==> src/rtl/ahbl_apb_bridge_nslv_pkg.sv <==
// Shared types and AHB encodings for the AHB-Lite to APB4 bridge.
package ahbl_apb_pkg;

    typedef enum logic [2:0] {
        ST_IDLE,
        ST_LATCH,
        ST_SETUP,
        ST_ACCESS,
        ST_DONE,
        ST_ERR1,
        ST_ERR2
    } state_t;

    localparam logic [1:0] HTRANS_IDLE   = 2'b00;
    localparam logic [1:0] HTRANS_BUSY   = 2'b01;
    localparam logic [1:0] HTRANS_NONSEQ = 2'b10;
    localparam logic [1:0] HTRANS_SEQ    = 2'b11;

    localparam logic [2:0] HSIZE_BYTE = 3'b000;
    localparam logic [2:0] HSIZE_HALF = 3'b001;
    localparam logic [2:0] HSIZE_WORD = 3'b010;

    localparam logic HRESP_OKAY  = 1'b0;
    localparam logic HRESP_ERROR = 1'b1;

    function automatic logic htrans_active(input logic [1:0] htrans);
        return (htrans == HTRANS_NONSEQ) || (htrans == HTRANS_SEQ);
    endfunction

endpackage

==> src/rtl/ahbl_apb_bridge_nslv_if.sv <==
// AHB-Lite slave side plus APB4 master side of the bridge as one bundle.
interface ahbl_apb_bridge_nslv_if #(
    parameter int NUM_SLAVES  = 16,
    parameter int PADDR_WIDTH = 32
) ();
    logic                   HSEL;
    logic [31:0]            HADDR;
    logic [1:0]             HTRANS;
    logic                   HWRITE;
    logic [2:0]             HSIZE;
    logic [31:0]            HWDATA;
    logic                   HREADYIN;
    logic                   HREADYOUT;
    logic                   HRESP;
    logic [31:0]            HRDATA;
    logic [NUM_SLAVES-1:0]  PSEL;
    logic [PADDR_WIDTH-1:0] PADDR;
    logic                   PWRITE;
    logic                   PENABLE;
    logic [31:0]            PWDATA;
    logic [3:0]             PSTRB;
    logic [31:0]            PRDATA;
    logic                   PREADY;
    logic                   PSLVERR;

    // Bridge view.
    modport slave (
        input  HSEL, HADDR, HTRANS, HWRITE, HSIZE, HWDATA, HREADYIN,
        output HREADYOUT, HRESP, HRDATA,
        output PSEL, PADDR, PWRITE, PENABLE, PWDATA, PSTRB,
        input  PRDATA, PREADY, PSLVERR
    );

    // AHB master / APB peripheral view.
    modport master (
        output HSEL, HADDR, HTRANS, HWRITE, HSIZE, HWDATA, HREADYIN,
        input  HREADYOUT, HRESP, HRDATA,
        input  PSEL, PADDR, PWRITE, PENABLE, PWDATA, PSTRB,
        output PRDATA, PREADY, PSLVERR
    );
endinterface

==> src/rtl/ahbl_apb_bridge_nslv_strb_gen.sv <==
// Byte-strobe generation from AHB size and low address bits; reads give no strobes.
module ahbl_apb_strb_gen
    import ahbl_apb_pkg::*;
(
    input  logic [2:0] hsize,
    input  logic [1:0] addr_lo,
    input  logic       hwrite,
    output logic [3:0] pstrb
);
    always_comb begin
        pstrb = 4'b0000;
        if (hwrite) begin
            case (hsize)
                HSIZE_BYTE: pstrb = 4'b0001 << addr_lo;
                HSIZE_HALF: pstrb = addr_lo[1] ? 4'b1100 : 4'b0011;
                default:    pstrb = 4'b1111;
            endcase
        end
    end
endmodule

==> src/rtl/ahbl_apb_bridge_nslv.sv <==
// AHB-Lite slave to multi-slot APB4 master bridge with two-cycle ERROR response.
// Optional ACCESS-phase timeout is enabled with macro AHBAPB_TIMEOUT_EN.
module ahbl_apb_bridge_nslv
    import ahbl_apb_pkg::*;
#(
    parameter int NUM_SLAVES     = 16,
    parameter int SLOT_LSB       = 8,
    parameter int PADDR_WIDTH    = 32,
    parameter int TIMEOUT_CYCLES = 255
) (
    input logic                 HCLK,
    input logic                 HRESETN,
    ahbl_apb_bridge_nslv_if.slave bus
);
    state_t                state;
    logic [3:0]            slot;
    logic [3:0]            slot_q;
    logic [3:0]            strb;
    logic                  start;
    logic                  mapped;
    logic [NUM_SLAVES-1:0] psel_dec;

    assign slot     = bus.HADDR[SLOT_LSB+3:SLOT_LSB];
    assign start    = bus.HSEL & bus.HREADYIN & htrans_active(bus.HTRANS);
    assign mapped   = (int'(slot) < NUM_SLAVES);
    assign psel_dec = NUM_SLAVES'(1) << slot_q;

    ahbl_apb_strb_gen u_strb (
        .hsize   (bus.HSIZE),
        .addr_lo (bus.HADDR[1:0]),
        .hwrite  (bus.HWRITE),
        .pstrb   (strb)
    );

`ifdef AHBAPB_TIMEOUT_EN
    localparam int TW = $clog2(TIMEOUT_CYCLES + 1);
    logic [TW-1:0] to_cnt;
`endif

    always_ff @(posedge HCLK or negedge HRESETN) begin
        if (!HRESETN) begin
            state         <= ST_IDLE;
            slot_q        <= '0;
            bus.HREADYOUT <= 1'b1;
            bus.HRESP     <= HRESP_OKAY;
            bus.HRDATA    <= '0;
            bus.PSEL      <= '0;
            bus.PADDR     <= '0;
            bus.PWRITE    <= 1'b0;
            bus.PENABLE   <= 1'b0;
            bus.PWDATA    <= '0;
            bus.PSTRB     <= '0;
`ifdef AHBAPB_TIMEOUT_EN
            to_cnt        <= '0;
`endif
        end else begin
            case (state)
                ST_IDLE, ST_DONE, ST_ERR2: begin
                    state         <= ST_IDLE;
                    bus.HREADYOUT <= 1'b1;
                    bus.HRESP     <= HRESP_OKAY;
                    if (start) begin
                        bus.HREADYOUT <= 1'b0;
                        if (mapped) begin
                            // APB address-phase signals are frozen here until the next transfer.
                            state      <= ST_LATCH;
                            slot_q     <= slot;
                            bus.PADDR  <= bus.HADDR[PADDR_WIDTH-1:0];
                            bus.PWRITE <= bus.HWRITE;
                            bus.PSTRB  <= strb;
                        end else begin
                            state     <= ST_ERR1;
                            bus.HRESP <= HRESP_ERROR;
                        end
                    end
                end
                ST_LATCH: begin
                    if (bus.PWRITE) bus.PWDATA <= bus.HWDATA;
                    bus.PSEL <= psel_dec;
                    state    <= ST_SETUP;
                end
                ST_SETUP: begin
                    bus.PENABLE <= 1'b1;
                    state       <= ST_ACCESS;
`ifdef AHBAPB_TIMEOUT_EN
                    to_cnt      <= '0;
`endif
                end
                ST_ACCESS: begin
                    if (bus.PREADY) begin
                        bus.PSEL    <= '0;
                        bus.PENABLE <= 1'b0;
                        if (bus.PSLVERR) begin
                            state     <= ST_ERR1;
                            bus.HRESP <= HRESP_ERROR;
                        end else begin
                            state         <= ST_DONE;
                            bus.HRDATA    <= bus.PRDATA;
                            bus.HREADYOUT <= 1'b1;
                        end
                    end
`ifdef AHBAPB_TIMEOUT_EN
                    // The abort cycle is itself the last counted wait cycle.
                    else if (to_cnt == TW'(TIMEOUT_CYCLES - 1)) begin
                        bus.PSEL    <= '0;
                        bus.PENABLE <= 1'b0;
                        state       <= ST_ERR1;
                        bus.HRESP   <= HRESP_ERROR;
                    end else begin
                        to_cnt <= to_cnt + 1'b1;
                    end
`endif
                end
                ST_ERR1: begin
                    state         <= ST_ERR2;
                    bus.HREADYOUT <= 1'b1;
                end
                default: begin
                    state         <= ST_IDLE;
                    bus.HREADYOUT <= 1'b1;
                    bus.HRESP     <= HRESP_OKAY;
                    bus.PSEL      <= '0;
                    bus.PENABLE   <= 1'b0;
                end
            endcase
        end
    end
endmodule

==> src/flat_wrapper.sv <==
// flat-port wrapper written by rule: the top's interface ports become plain ports
module ahbl_apb_bridge_nslv_flat import ahbl_apb_pkg::*;
#(
    parameter int NUM_SLAVES     = 16,
    parameter int SLOT_LSB       = 8,
    parameter int PADDR_WIDTH    = 32,
    parameter int TIMEOUT_CYCLES = 255
)
  (HCLK, HRESETN, bus_HSEL, bus_HADDR, bus_HTRANS, bus_HWRITE, bus_HSIZE, bus_HWDATA, bus_HREADYIN, bus_HREADYOUT, bus_HRESP, bus_HRDATA, bus_PSEL, bus_PADDR, bus_PWRITE, bus_PENABLE, bus_PWDATA, bus_PSTRB, bus_PRDATA, bus_PREADY, bus_PSLVERR);
  ahbl_apb_bridge_nslv_if #(.NUM_SLAVES(NUM_SLAVES), .PADDR_WIDTH(PADDR_WIDTH)) bus_i ();
  input logic HCLK;
  input logic HRESETN;
  input wire logic [$bits(bus_i.HSEL)-1:0] bus_HSEL;
  input wire logic [$bits(bus_i.HADDR)-1:0] bus_HADDR;
  input wire logic [$bits(bus_i.HTRANS)-1:0] bus_HTRANS;
  input wire logic [$bits(bus_i.HWRITE)-1:0] bus_HWRITE;
  input wire logic [$bits(bus_i.HSIZE)-1:0] bus_HSIZE;
  input wire logic [$bits(bus_i.HWDATA)-1:0] bus_HWDATA;
  input wire logic [$bits(bus_i.HREADYIN)-1:0] bus_HREADYIN;
  output wire logic [$bits(bus_i.HREADYOUT)-1:0] bus_HREADYOUT;
  output wire logic [$bits(bus_i.HRESP)-1:0] bus_HRESP;
  output wire logic [$bits(bus_i.HRDATA)-1:0] bus_HRDATA;
  output wire logic [$bits(bus_i.PSEL)-1:0] bus_PSEL;
  output wire logic [$bits(bus_i.PADDR)-1:0] bus_PADDR;
  output wire logic [$bits(bus_i.PWRITE)-1:0] bus_PWRITE;
  output wire logic [$bits(bus_i.PENABLE)-1:0] bus_PENABLE;
  output wire logic [$bits(bus_i.PWDATA)-1:0] bus_PWDATA;
  output wire logic [$bits(bus_i.PSTRB)-1:0] bus_PSTRB;
  input wire logic [$bits(bus_i.PRDATA)-1:0] bus_PRDATA;
  input wire logic [$bits(bus_i.PREADY)-1:0] bus_PREADY;
  input wire logic [$bits(bus_i.PSLVERR)-1:0] bus_PSLVERR;
  assign bus_i.HSEL = bus_HSEL;
  assign bus_i.HADDR = bus_HADDR;
  assign bus_i.HTRANS = bus_HTRANS;
  assign bus_i.HWRITE = bus_HWRITE;
  assign bus_i.HSIZE = bus_HSIZE;
  assign bus_i.HWDATA = bus_HWDATA;
  assign bus_i.HREADYIN = bus_HREADYIN;
  assign bus_HREADYOUT = bus_i.HREADYOUT;
  assign bus_HRESP = bus_i.HRESP;
  assign bus_HRDATA = bus_i.HRDATA;
  assign bus_PSEL = bus_i.PSEL;
  assign bus_PADDR = bus_i.PADDR;
  assign bus_PWRITE = bus_i.PWRITE;
  assign bus_PENABLE = bus_i.PENABLE;
  assign bus_PWDATA = bus_i.PWDATA;
  assign bus_PSTRB = bus_i.PSTRB;
  assign bus_i.PRDATA = bus_PRDATA;
  assign bus_i.PREADY = bus_PREADY;
  assign bus_i.PSLVERR = bus_PSLVERR;
  ahbl_apb_bridge_nslv #(.NUM_SLAVES(NUM_SLAVES), .SLOT_LSB(SLOT_LSB), .PADDR_WIDTH(PADDR_WIDTH), .TIMEOUT_CYCLES(TIMEOUT_CYCLES)) u_core (.HCLK(HCLK), .HRESETN(HRESETN), .bus(bus_i));
endmodule
==> config.mk <==
export PLATFORM = sky130hd
export DESIGN_NAME = ahbl_apb_bridge_nslv_flat
export DESIGN_NICKNAME = d
export VERILOG_FILES = /design/src/rtl/ahbl_apb_bridge_nslv_pkg.sv /design/src/rtl/ahbl_apb_bridge_nslv_if.sv /design/src/rtl/ahbl_apb_bridge_nslv_strb_gen.sv /design/src/rtl/ahbl_apb_bridge_nslv.sv /design/src/flat_wrapper.sv
export SDC_FILE = /design/constraint.sdc
export NUM_CORES = 1
export LEC_CHECK = 0
export ABC_AREA = 1
export CAP_MARGIN = 20
export CORE_MARGIN = 4
export CORE_UTILIZATION = 30
export CTS_CLUSTER_SIZE = 40
export DETAILED_ROUTE_END_ITERATION = 16
export PLACE_DENSITY_LB_ADDON = 0.25
export SYNTH_ARGS = -nofsm -noshare
export SYNTH_HDL_FRONTEND = slang
export SYNTH_SLANG_ARGS = --single-unit
==> constraint.sdc <==
create_clock -name HCLK -period 2.9 [get_ports HCLK]
set_input_delay 0.725 -clock HCLK [delete_from_list [all_inputs] [get_ports HCLK]]
set_output_delay 0.725 -clock HCLK [all_outputs]
set_load 0.005 [all_outputs]
==> results.sh <==
export IMPL_status="finished clean"
export IMPL_final_antenna_net_count=0
export IMPL_diodes=0
export IMPL_syn_inst=561
export IMPL_yosysUniqueCellTypes=17
export IMPL_fin_area_mm2=0.00804
export IMPL_max_cap_violations=0
export IMPL_place_area_mm2=0.00737
export IMPL_cts_setup_buffers=0
export IMPL_finalHoldViolCount=0
export IMPL_slowest_delay_ps=600
export IMPL_cts_tree="done"
export IMPL_fp_coreArea_mm2=0.0159
export IMPL_cts_sinks=123
export IMPL_leakagePower_nw=3.90
export IMPL_layout_commonest_cell="nand2_1"
export IMPL_grt_pass1_wl_um=23600
export IMPL_cts_clk_slew_worst_paths_ps=50
export IMPL_n_fill_cell=1483
export IMPL_intPower_mw=5.94
export IMPL_peakVddDrop_mv=0.467
export IMPL_ys_seq_area_share_pct=63.0
export IMPL_firstDrtPassIters=4
export IMPL_dp_cells=985
export IMPL_cp_top_family="buffers and inverters"
export IMPL_ys_ff_latch=123
export IMPL_dieArea_mm2=0.0184
export IMPL_seqPwrFrac_pct=35.1
export IMPL_end_kind="output port"
export IMPL_dp_slack_ps=666
export IMPL_finalWorstSetupSlack_ps=652
export IMPL_io_buffers=226
export IMPL_grt_max_degree=56
export IMPL_syn_nets=669
export IMPL_syn_avg_cell_area_um2=8.71
export IMPL_htreeDepth=4
export IMPL_hold_buffers=0
export IMPL_crit_type="reg -> out"
export IMPL_path_depth=1
export IMPL_grt_overflow=0
export IMPL_avgRoutedWirePerCell_um=14.5
export IMPL_place_detailed_hpwl_um=10800
export IMPL_track_usage_pct=16.3
export IMPL_antenna_found_initial=0
export IMPL_vias=4500
export IMPL_grt_pass1_vias=4643
export IMPL_ctsResizeCount=0
export IMPL_stdcell_count=1018
export IMPL_min_period_ps=2250
export IMPL_drt_total_wl_um=14800
export IMPL_switching_power_mw=2.59
export IMPL_cp_start_kind="flop"
export IMPL_rsz0062_at_grt="false"
export IMPL_r2r_cells=8
export IMPL_worstPathArrival_ps=1520
export IMPL_viasPerCell=4.42
export IMPL_comb_power_share_pct=37.8
export IMPL_io_pins=228
export IMPL_worst_pin_slew_ps=615
export IMPL_syn2layout_area_growth_pct=64.7
export IMPL_drt_iter0_markers=178
export IMPL_crit_buf_inv=1
export IMPL_synth_warnings=0
export IMPL_clockBufferDepth=2
export IMPL_switching_share_pct=30.4
export IMPL_setup_tns_ps=0
export IMPL_initial_core_util_pct=30.6
export IMPL_hp_class="in -> async"
export IMPL_fmax_mhz=445
export IMPL_layout_common_cells="288 x nand2_1, 225 x clkdlybuf4s50_1, 122 x dfrtp_1"
export IMPL_worstPathCellList="clkdlybuf4s50_1"
export IMPL_utilization_pct=50.5
export IMPL_cp_max_fo=10
export IMPL_fp_row_count=46
export IMPL_clockRootBuffer="clkbuf_16"
export IMPL_drive_gt1_share_pct=5.74
export IMPL_gp_congestion=0.771
export IMPL_holdWs_ps=297
export IMPL_crit_required_ps=2170
export IMPL_drv_slew=0
export IMPL_p_total_mw=8.53
export IMPL_relSlewSlack_pct=58.9
export IMPL_clkPwrFrac_pct=27.2
export IMPL_clk_latency_ps=400
export IMPL_period_share_pct=77.5
export IMPL_power_density_mw_per_mm2=1060
export IMPL_cts_buffers=17
export IMPL_drc=0
export IMPL_die_w_um=136
export IMPL_slowest_stage="clkdlybuf4s50_1"
export IMPL_dieHeight_um=136
export IMPL_setup_viol=0
export IMPL_fin_nets=897
export IMPL_syn_area_mm2=0.00488
export IMPL_skew_ps=6.97
## routing by layer
layer	track usage, %	up-vias	wire length [um]
li1	-	2224	-
met1	19.7	2094	6050
met2	26.7	155	7330
met3	5.35	27	972
met4	7.17	0	404
met5	0	-	0
## cell usage after synthesis (all sizes together)
cell type  number  area share [%]
buf            20             2.1
nor3            4            0.41
clkbuf          8            0.61
dfrtp         122              63
a21oi           1            0.10
nand3          75             7.7
nor2            7            0.79
inv            18             1.4
dfstp           1            0.54
nand2         289              22
o21ai          16             1.6
## cells by family after synthesis
| group | synth area share (%) |
|---|---|
| compound gates | 1.74 |
| buf+inv | 4.07 |
| flops | 63.0 |
| simple gates | 31.1 |
## path summary, 6_finish.rpt
| kind | start | end | slack [ps] |
|---|---|---|---|
| max | u_core.slot_q[2] | bus_PADDR[10] | 650 |
| min in group HCLK | u_core.bus.PWDATA[2] | u_core.bus.PWDATA[2] | 470 |
| min | HRESETN | u_core.bus.PADDR[15] | 300 |
| max reg2reg | u_core.state[1] | u_core.bus.PSEL[10] | 1210 |
| max in group asynchronous | HRESETN | u_core.bus.PSEL[15] | 1880 |
| min reg2reg | u_core.bus.PWDATA[2] | u_core.bus.PWDATA[2] | 470 |
## layout make-up
type | instances | area, um^2 | area share [%]
timing repair buffer | 237 | 2370 | 29.5
tap | 216 | 270 | 3.36
sequential | 123 | 3080 | 38.3
multi-input combinational | 392 | 1610 | 20.0
clock buffer | 25 | 485 | 6.04
inverter | 18 | 67.6 | 0.840
clock inverter | 7 | 160 | 1.99
## power groups by stage
stage | Clock [mW] | Combinational (mW) | Sequential [mW]
after global placement | 0 | 3.19 | 2.97
after floorplan | 0 | 1.11 | 3.02
after global routing | 2.46 | 3.56 | 3.10
after detailed placement | 0 | 3.26 | 3.01
final | 2.32 | 3.22 | 2.99
after CTS | 2.38 | 3.27 | 3.00
## flip-flops by register name (all words and copies together) (netlist names)
signal	cells
u_core.bus.PSEL	16
u_core.bus.PWRITE	1
u_core.bus.HREADYOUT	1
u_core.state	3
u_core.bus.PENABLE	1
u_core.bus.HRESP	1
u_core.bus.PADDR	29
u_core.slot_q	3
u_core.bus.PWDATA	32
u_core.bus.PSTRB	4
u_core.bus.HRDATA	32
Power figures use the tool's default switching activity.
